===== src/rtl/image_threshold_stream.sv =====
// Streaming per-pixel threshold stage: registered compute, small output FIFO,
// per-frame configuration latched on the first pixel of each frame.
module image_threshold_stream #(
   parameter int                    DATA_WIDTH   = 8,
   parameter int                    DEPTH        = 4,
   parameter int                    FRAME_PIXELS = 262144,
   parameter logic [DATA_WIDTH-1:0] HI_VALUE     = '1
) (
   input  logic                  CLK,
   input  logic                  RESET,
   input  logic [DATA_WIDTH-1:0] In1_DATA,
   input  logic                  In1_SEND,
   input  logic [15:0]           In1_COUNT,
   output logic                  In1_ACK,
   output logic [DATA_WIDTH-1:0] Out1_DATA,
   output logic                  Out1_SEND,
   input  logic                  Out1_RDY,
   input  logic                  Out1_ACK,
   output logic [15:0]           Out1_COUNT,
   input  logic [DATA_WIDTH-1:0] cfg_threshold,
   input  logic [1:0]            cfg_mode,
   output logic                  frame_done,
   output logic [31:0]           pixel_index
);

   localparam int AW = (DEPTH > 1) ? $clog2(DEPTH) : 1;
   localparam int CW = AW + 1;
   localparam logic [31:0] FRAME_LAST = 32'(FRAME_PIXELS - 1);

   logic [DATA_WIDTH-1:0] fifo_mem [DEPTH];
   logic [AW-1:0]         rd_ptr, wr_ptr;
   logic [CW-1:0]         fifo_count, occupancy;
   logic                  stage_valid;
   logic [DATA_WIDTH-1:0] stage_data;
   logic [DATA_WIDTH-1:0] act_thr, use_thr, result;
   logic [1:0]            act_mode, use_mode;
   logic [31:0]           in_cnt, out_cnt;
   logic                  accept, emit, fifo_wr, first_px, above;
   logic                  unused_inputs;

   assign unused_inputs = ^{In1_COUNT, Out1_ACK};

   // The stage register counts toward occupancy so a token is never accepted
   // without a guaranteed FIFO slot behind it.
   assign occupancy = fifo_count + CW'(stage_valid);
   assign accept    = In1_SEND & ~RESET & (occupancy < CW'(DEPTH));
   assign emit      = (fifo_count != '0) & Out1_RDY & ~RESET;
   assign fifo_wr   = stage_valid & ~RESET;
   assign first_px  = (in_cnt == '0);

   // The first pixel of a frame already uses the incoming configuration.
   assign use_thr = first_px ? cfg_threshold : act_thr;
   assign use_mode = first_px ? cfg_mode : act_mode;
   assign above   = In1_DATA > use_thr;

   always_comb begin
      result = '0;
      case (use_mode)
         2'd0:    result = above ? HI_VALUE : '0;
         2'd1:    result = above ? '0 : HI_VALUE;
         2'd2:    result = above ? In1_DATA : '0;
         default: result = above ? use_thr : In1_DATA;
      endcase
   end

   always_ff @(posedge CLK) begin
      if (RESET) begin
         stage_valid <= 1'b0;
         stage_data  <= '0;
         act_thr     <= '0;
         act_mode    <= '0;
         in_cnt      <= '0;
         out_cnt     <= '0;
         rd_ptr      <= '0;
         wr_ptr      <= '0;
         fifo_count  <= '0;
      end else begin
         stage_valid <= accept;
         if (accept) begin
            stage_data <= result;
            in_cnt     <= (in_cnt == FRAME_LAST) ? '0 : in_cnt + 32'd1;
            if (first_px) begin
               act_thr  <= cfg_threshold;
               act_mode <= cfg_mode;
            end
         end
         if (emit) begin
            out_cnt <= (out_cnt == FRAME_LAST) ? '0 : out_cnt + 32'd1;
            rd_ptr  <= rd_ptr + AW'(1);
         end
         if (fifo_wr) wr_ptr <= wr_ptr + AW'(1);
         case ({fifo_wr, emit})
            2'b10:   fifo_count <= fifo_count + CW'(1);
            2'b01:   fifo_count <= fifo_count - CW'(1);
            default: fifo_count <= fifo_count;
         endcase
      end
   end

   always_ff @(posedge CLK) begin
      if (fifo_wr) fifo_mem[wr_ptr] <= stage_data;
   end

   assign In1_ACK     = accept;
   assign Out1_SEND   = emit;
   assign Out1_DATA   = emit ? fifo_mem[rd_ptr] : '0;
   assign Out1_COUNT  = 16'h1;
   assign frame_done  = emit & (out_cnt == FRAME_LAST);
   assign pixel_index = in_cnt;

endmodule


===== config.mk =====
export PLATFORM = sky130hd
export DESIGN_NAME = image_threshold_stream
export DESIGN_NICKNAME = d
export VERILOG_FILES = /design/src/rtl/image_threshold_stream.sv
export SDC_FILE = /design/constraint.sdc
export NUM_CORES = 1
export LEC_CHECK = 0
export CAP_MARGIN = 0
export CORE_MARGIN = 2
export CORE_UTILIZATION = 58
export DETAILED_ROUTE_END_ITERATION = 8
export HOLD_SLACK_MARGIN = 0.02
export PLACE_DENSITY = 0.92
export SYNTH_ARGS = -nofsm -noshare
export SYNTH_HDL_FRONTEND = slang
export SYNTH_SLANG_ARGS = --single-unit

===== constraint.sdc =====
create_clock -name CLK -period 10.03 [get_ports CLK]
set_clock_uncertainty 0.2 [all_clocks]
set_input_delay 2.006 -clock CLK [delete_from_list [all_inputs] [get_ports CLK]]
set_output_delay 2.006 -clock CLK [all_outputs]
set_load 0.01 [all_outputs]

==> results of run 1 <==
-- Yosys cell counts (all sizes together) (8+ instances only) --
library cell,number,area share
a21oi,16,0.013
a22o,9,0.013
and2,8,0.0083
and3,17,0.018
and4,9,0.013
buf,24,0.027
clkbuf,12,0.0075
dfxtp,92,0.31
edfxtp,32,0.16
ha,16,0.033
inv,18,0.011
mux2i,16,0.027
mux4,8,0.030
nand2,45,0.028
nand3,22,0.018
nand4,20,0.023
nor2,88,0.055
nor3,13,0.011
nor4,15,0.029
o21ai,10,0.0089
or3,8,0.0083
xnor2,31,0.045
xor2,33,0.048
-- critical path, cell delays in order --
cell and delay, ns:
clkdlybuf4s50_1 0.40, buf_4 0.22, nor2b_1 0.59, nand4_1 0.43, nor4_1 0.54, clkdlybuf4s50_1 0.63
-- routing by layer --
metal | vias up | GRT usage | wire length (microns) | share of wire
li1 | 2233 | - | - | -
met1 | 2278 | 0.2921 | 5531 | 0.42
met2 | 171 | 0.4290 | 6798 | 0.51
met3 | 25 | 0.06617 | 748 | 0.056
met4 | 0 | 0.09680 | 248 | 0.019
met5 | - | 0 | 0 | 0
-- sequential cells by signal, indices dropped and copies added (netlist names), named ones only --
name,count
act_mode,2
act_thr,8
fifo_count,3
fifo_mem,32
out_cnt,32
pixel_index,32
rd_ptr,2
stage_data,8
stage_valid,1
wr_ptr,2
-- cell families (layout without fill, tap and decap cells) --
logic type      after synthesis  in the layout  share of synthesized area
compound gates               59             59                    0.06743
fa+ha+maj                    17             17                    0.03663
mux                          26             26                    0.06098
simple gates                258            258                     0.2275
other cells                   2             16                   0.001249
xor+xnor                     64             64                    0.09324
buf+inv                      55            116                    0.04682
flops                       124            124                     0.4662
-- cell type report --
cell class / instances / area, sq um
Clock inverter: 7 / 112.6
Clock buffer: 25 / 484.2
Timing Repair Buffer: 65 / 648.1
Inverter: 19 / 71.32
Sequential cell: 124 / 2803
Tap cell: 136 / 170.2
Multi-Input combinational cell: 440 / 2980
Fill cell: 683 / 2915
-- power by group through the flow --
stage               Clock, mW  Combinational [mW]  Sequential [mW]
detailed placement          0               0.109            0.556
global placement            0               0.105            0.553
CTS                     0.614               0.111            0.545
global route            0.638               0.124            0.547
floorplan                   0              0.0862            0.550
finish                  0.611               0.112            0.546
-- path summary, 6_finish.rpt --
kind              cells past startpoint                    endpoint
setup / recovery                      6                  frame_done
hold / removal                        1     act_thr[4]$_SDFFE_PP0P_
setup reg to reg                     11  stage_data[2]$_SDFFE_PP0P_
hold reg to reg                       1     act_thr[4]$_SDFFE_PP0P_
==> reports/results.tsv, run 1 <==
metric	value	unit
Pins Over Slew Limit	0	
PD cells	174.7	nW/um^2
Layout Cells excl Fill	816	
Iter 0 DRT Violations	257	
Detailed Place HPWL	9067	microns
Antenna Nets Post-Route	0	
synthesis-stage register bit count	124	
DR vias/cell	5.768	
Worst-path clk slew	0.05	ns
worst reg2reg startpoint	pixel_index[20]$_SDFFE_PP0P_	
Yosys cell types	52	
Clock Latency Late Sink	0.53	ns
Place WS	3.078	ns
Req. time, crit path	7.82	ns
Switching Power	0.2854	mW
Layout area overhead	20.92	%
Tcrit/Tclk final	0.6996	
Final Core Density	0.7138	
cell area after synthesis	6012	sq um
Max clock buf depth	2	
max-cap violation count	0	
final setup fails	0	
Syn Area/Cell	9.937	sq um
R2R setup slack	5.90	ns
gr usage total	0.2475	
largest net degree at the start of global routing	31	
Die Span Y	105.8	microns
fraction of layout cells with a size suffix above 1	0.07206	
Top FF cell, synth	dfxtp_1	
Ports	98	
width of the die	105.8	microns
RSZ-0062 raised after global routing	no	
Hold/Removal Path Class	reg2reg	
Post-DP Area	6673	sq um
# rows	37	
vias in the first global route	4682	
commonest non-fill, non-tap cell in the layout	dfxtp_1	
initial core utilization	0.5903	
final WL	13330	microns
Setup Buffers After CTS	0	
Critical Path Sink Type	primary output	
Synth Instances	605	
DRC	0	
logic gate share of total power	0.089	
CTS tree	yes	
endpoints failing hold	0	
number of nets in the layout	723	
H-tree depth	4	
Lkg Pwr	2.700	nW
fmax	142.5	MHz
initial antenna violation count	0	
port bufs	64	
die area	11200	sq um
worst-path maximum fanout	22	
first-pass GRT wire length	22050	microns
final instance area	7269	sq um
Crit. Startpoint	RESET	
worst-margin pin slew	1.245	ns
Critical Path AT	4.81	ns
CTS buffer count	17	
Vias	4707	
# resized after CTS	0	
most frequent cells in the layout	dfxtp_1 (92), nor2_1 (88), clkdlybuf4s50_1 (64)	
cts hold-fix bufs	0	
Rel. slew slack	0.1635	
Post-synth EDFFs	32	
CP startpoint kind	primary input	
status	completed	
Seq/Total Area, Yosys	0.4662	
switching share of power	0.2248	
Overflow after GRT	0	
Worst Min Path Start	act_thr[4]$_SDFFE_PP0P_	
diode count	0	
clock root cell	clkbuf_8	
DP Cell Count	784	
GP Congestion	0.9296	
kind of critical path	in2out	
Routed WL per cell	16.33	microns
Int Power	0.9843	mW
Reg power frac	0.430	
Ys Warns	0	
drt first pass iters	5	
Overall Power	1.270	mW
worst hold slack	0.2768	ns
CTS sink cnt	124	
post-route setup TNS	0	ns
Post-synth ARST share	0	
fin crit period	7.017	ns
Worst VDD drop	0.0001249	V
Clk pwr share	0.482	
final setup margin	3.013	ns
core area	10180	sq um
Note: power is estimated with default switching activity, not from simulation.
==> run 2: changes to the inputs <==
CORE_UTILIZATION = 48   (was 58)
PLACE_DENSITY = 0.82   (was 0.92)
clock period = 6.16 ns   (was 10.03 ns; I/O delays follow)
==> reports/results.tsv, run 2 (synthesized netlist as in run 1, its figures left out) <==
metric	value	unit	change
worst hold slack	0.2714	ns	-0.005360 ns
Clk pwr share	0.470		-0.012
Switching Power	0.4761	mW	+67%
kind of critical path	in2out		
width of the die	115.9	microns	+9.6%
Setup Buffers After CTS	0		unchanged
Ports	98		unchanged
status	completed		
Die Span Y	115.9	microns	+9.6%
CTS buffer count	17		unchanged
DRC	0		unchanged
met3 Use GR	0.06590		-0.0002723
final WL	12800	microns	-4.0%
core area	12110	sq um	+19%
CP startpoint kind	primary input		
endpoints failing hold	0		unchanged
vias in the first global route	4600		-1.8%
Vias	4569		-2.9%
Reg power frac	0.440		+0.010
PD cells	276.9	nW/um^2	+59%
drt first pass iters	4		-1
Iter 0 DRT Violations	296		+15%
worst-margin pin slew	1.147	ns	-0.09779 ns
worst-path maximum fanout	11		-50%
Hold/Removal Path Class	reg2reg		
largest net degree at the start of global routing	31		unchanged
initial core utilization	0.4964		-0.09391
cts hold-fix bufs	0		unchanged
RSZ-0062 raised after global routing	no		
logic gate share of total power	0.090		about the same
most frequent cells in the layout	dfxtp_1 (92), nor2_1 (88), clkdlybuf4s50_1 (64)		
switching share of power	0.2359		+0.01109
diode count	0		unchanged
Worst-path clk slew	0.05	ns	about the same
final setup fails	0		unchanged
die area	13440	sq um	+20%
# rows	40		+8.1%
GP Congestion	0.8763		-5.7%
Overflow after GRT	0		unchanged
Critical Path AT	3.78	ns	-1.03 ns
GRT Max-Usage Layer	met2		
gr usage total	0.2016		-0.04587
Rel. slew slack	0.2292		+0.06569
port bufs	64		unchanged
clock root cell	clkbuf_16		
first-pass GRT wire length	21420	microns	-2.8%
# resized after CTS	0		unchanged
Req. time, crit path	4.73	ns	-3.09 ns
fmax	191.8	MHz	
Critical Path Sink Type	primary output		
commonest non-fill, non-tap cell in the layout	dfxtp_1		
Layout area overhead	21.21	%	
Int Power	1.542	mW	+57%
Place WS	0.9599	ns	-2.118 ns
Pins Over Slew Limit	0		unchanged
initial antenna violation count	0		unchanged
CTS sink cnt	124		unchanged
post-route setup TNS	0	ns	unchanged
Crit. Startpoint	Out1_RDY		
Worst VDD drop	0.0001645	V	+32%
met2 Usage GRT	0.3458		-0.08322
Antenna Nets Post-Route	0		unchanged
Lkg Pwr	2.678	nW	-0.83%
Worst Min Path Start	act_thr[3]$_SDFFE_PP0P_		
max-cap violation count	0		unchanged
final setup margin	0.9455	ns	-2.068 ns
Max clock buf depth	2		unchanged
met1 global-route usage	0.2410		-0.05112
fin crit period	5.215	ns	
H-tree depth	4		unchanged
Tcrit/Tclk final	0.8465		
fraction of layout cells with a size suffix above 1	0.07500		+0.002941
worst reg2reg startpoint	pixel_index[20]$_SDFFE_PP0P_		
CTS tree	yes		
number of nets in the layout	723		unchanged
Detailed Place HPWL	8666	microns	-4.4%
Routed WL per cell	15.09	microns	-7.6%
DR vias/cell	5.388		-6.6%
Clock Latency Late Sink	0.41	ns	-0.12 ns
## run 2: stage by stage
stage	utilization	area, sq um	std cells	total power, mW
4_1_cts	0.6017	7287	848	2.028
2_1_floorplan	-	6065	619	1.036
6_report	0.6017	7287	848	2.018
3_3_place_gp	0.5542	6713	816	1.073
5_1_grt	0.6017	7287	848	2.094
3_5_place_dp	0.5542	6713	816	1.082
## run 2: final cells by class
class | instances | area, sq um
clock inverter | 10 | 88.84
clock buffer | 22 | 485.5
multi-input combinational | 440 | 2980
sequential | 124 | 2803
fill | 996 | 4825
timing repair buffer | 65 | 648.1
tap | 168 | 210.2
inverter | 19 | 71.32
## run 2: metal layers
metal,routed length [microns],vias up
li1,-,2236
met3,641,23
met2,6373,126
met1,5611,2184
met4,173,0
met5,0,-
## run 2: final timing paths
kind	slack, ns	cells past startpoint	end
max	0.95	5	frame_done
min	0.27	1	act_thr[3]$_SDFFE_PP0P_
max reg2reg	1.99	11	stage_data[1]$_SDFFE_PP0P_
min reg2reg	0.27	1	act_thr[3]$_SDFFE_PP0P_
## run 2: power groups by stage
stage / combinational (mW) / clock [mW] / sequential, mW
2_1_floorplan: 0.140 / 0 / 0.895
4_1_cts: 0.180 / 0.961 / 0.888
5_1_grt: 0.199 / 1.00 / 0.891
3_5_place_dp: 0.177 / 0 / 0.904
3_3_place_gp: 0.171 / 0 / 0.901
6_report: 0.182 / 0.948 / 0.888
## run 2: critical path, cell delays in order
cell	delay [ns]
clkdlybuf4s50_1	0.45
nor2b_1	0.56
nand4_1	0.42
nor4_1	0.50
clkdlybuf4s50_1	0.62
==> run 3: changes to the inputs <==
clock period = 4.5 ns   (was 6.16 ns; I/O delays follow)
==> reports/results.tsv, run 3 (synthesized netlist as in run 1, its figures left out) <==
metric	value	unit	change
Layout area overhead	23.27	%	
H-tree depth	4		unchanged
Critical Path Sink Type	flip-flop		
Die Span Y	115.9	microns	unchanged
final WL	13200	microns	+3.1%
Int Power	2.272	mW	+47%
# resized after CTS	0		unchanged
vias in the first global route	4626		+0.57%
CP startpoint kind	flip-flop		
Lkg Pwr	2.752	nW	+2.8%
fmax	248.0	MHz	
die area	13440	sq um	unchanged
initial core utilization	0.4964		unchanged
DP Cell Count	822		+0.74%
first-pass GRT wire length	22120	microns	+3.3%
PD cells	398.7	nW/um^2	+44%
RSZ-0062 raised after global routing	no		
endpoints failing hold	0		unchanged
Reg power frac	0.411		-0.029
number of nets in the layout	729		+0.83%
core area	12110	sq um	unchanged
Setup Buffers After CTS	0		unchanged
Tcrit/Tclk final	0.8960		
Antenna Nets Post-Route	0		unchanged
Worst VDD drop	0.0002310	V	+40%
Final Core Density	0.6119		+0.01023
clock root cell	clkbuf_16		
CTS buffer count	17		unchanged
Critical Path AT	4.12	ns	+0.34 ns
status	completed		
diode count	0		unchanged
Overflow after GRT	0		unchanged
Detailed Place HPWL	8800	microns	+1.6%
Overall Power	2.955	mW	+46%
kind of critical path	reg2reg		
gr usage total	0.2094		+0.007748
drt first pass iters	5		+1
GP Congestion	0.9181		+4.8%
DR vias/cell	5.413		+0.47%
logic gate share of total power	0.086		-0.004
CTS sink cnt	124		unchanged
FF+latch area	2803	sq um	unchanged
Layout fillers	1024		+2.8%
port bufs	64		unchanged
Hold/Removal Path Class	reg2reg		
Rel. slew slack	0.2241		-0.005123
cts hold-fix bufs	0		unchanged
max-cap violation count	0		unchanged
DRC	0		unchanged
Switching Power	0.6826	mW	+43%
width of the die	115.9	microns	unchanged
Clk pwr share	0.502		+0.032
Iter 0 DRT Violations	216		-27%
# rows	40		unchanged
Vias	4623		+1.2%
Ports	98		unchanged
Routed WL per cell	15.46	microns	+2.4%
Max clock buf depth	2		unchanged
worst hold slack	0.2770	ns	+0.005580 ns
Clock Latency Late Sink	0.42	ns	about the same
Pins Over Slew Limit	0		unchanged
commonest non-fill, non-tap cell in the layout	dfxtp_1		
switching share of power	0.2310		-0.004903
post-route setup TNS	0	ns	unchanged
worst-path maximum fanout	9		-2
Layout Cells excl Fill	854		+0.71%
multi-input logic area	2980	sq um	unchanged
worst-margin pin slew	1.155	ns	+0.007626 ns
fin crit period	4.032	ns	
most frequent cells in the layout	dfxtp_1 (92), nor2_1 (88), clkdlybuf4s50_1 (64)		
fraction of layout cells with a size suffix above 1	0.08601		+0.01101
final setup fails	0		unchanged
initial antenna violation count	0		unchanged
Req. time, crit path	4.59	ns	-0.14 ns
Worst-path clk slew	0.06	ns	about the same
CTS tree	yes		
largest net degree at the start of global routing	31		unchanged
## run 3: worst max-delay path: stages, from the launching register on
cell and delay [ns]:
dfxtp_1 0.36, nor4_4 0.36, nand4_4 0.21, nor4_4 0.70
mux2i_1 0.31, ha_1 0.27, nor2b_1 0.14, o21ai_0 0.25
nor4bb_1 0.43, nor2_1 0.25, a211oi_1 0.29, o31ai_1 0.12
## run 3: final cells by class
class                      count  share of cell area
clock inverter                13             0.02549
sequential                   124              0.3782
multi-input combinational    440              0.4022
timing repair buffer          71             0.09353
inverter                      19            0.009623
clock buffer                  19             0.06264
tap                          168             0.02836
## run 3: metal layers
metal / vias up / track usage / share of wire
met5: - / 0 / 0
met4: 0 / 0.08492 / 0.018
met3: 23 / 0.05701 / 0.053
met2: 143 / 0.3552 / 0.49
met1: 2216 / 0.2529 / 0.44
li1: 2241 / - / -
## run 3: per-stage QoR
stage / setup WS [ns] / area [sq um]
3_3_place_gp: 0.5453 / 6758
2_1_floorplan: 1.099 / 6065
5_1_grt: 0.1573 / 7411
6_report: 0.4679 / 7411
4_1_cts: 0.4912 / 7411
3_5_place_dp: 0.5402 / 6758
## run 3: final timing paths
| kind | startpoint | end | slack (ns) | depth (start not counted) |
|---|---|---|---|---|
| worst max-delay path | pixel_index[24]$_SDFFE_PP0P_ | stage_data[5]$_SDFFE_PP0P_ | 0.47 | 11 |
| worst min-delay path | act_thr[3]$_SDFFE_PP0P_ | act_thr[3]$_SDFFE_PP0P_ | 0.28 | 1 |
| worst max register to register | pixel_index[24]$_SDFFE_PP0P_ | stage_data[5]$_SDFFE_PP0P_ | 0.47 | 11 |
| worst min register to register | act_thr[3]$_SDFFE_PP0P_ | act_thr[3]$_SDFFE_PP0P_ | 0.28 | 1 |
## run 3: power by group through the flow
stage	Sequential (mW)	Clock [mW]	Combinational, mW
after CTS	1.22	1.49	0.252
after global placement	1.23	0	0.240
after detailed placement	1.24	0	0.246
after floorplan	1.23	0	0.192
after global routing	1.22	1.55	0.281
final	1.22	1.48	0.256
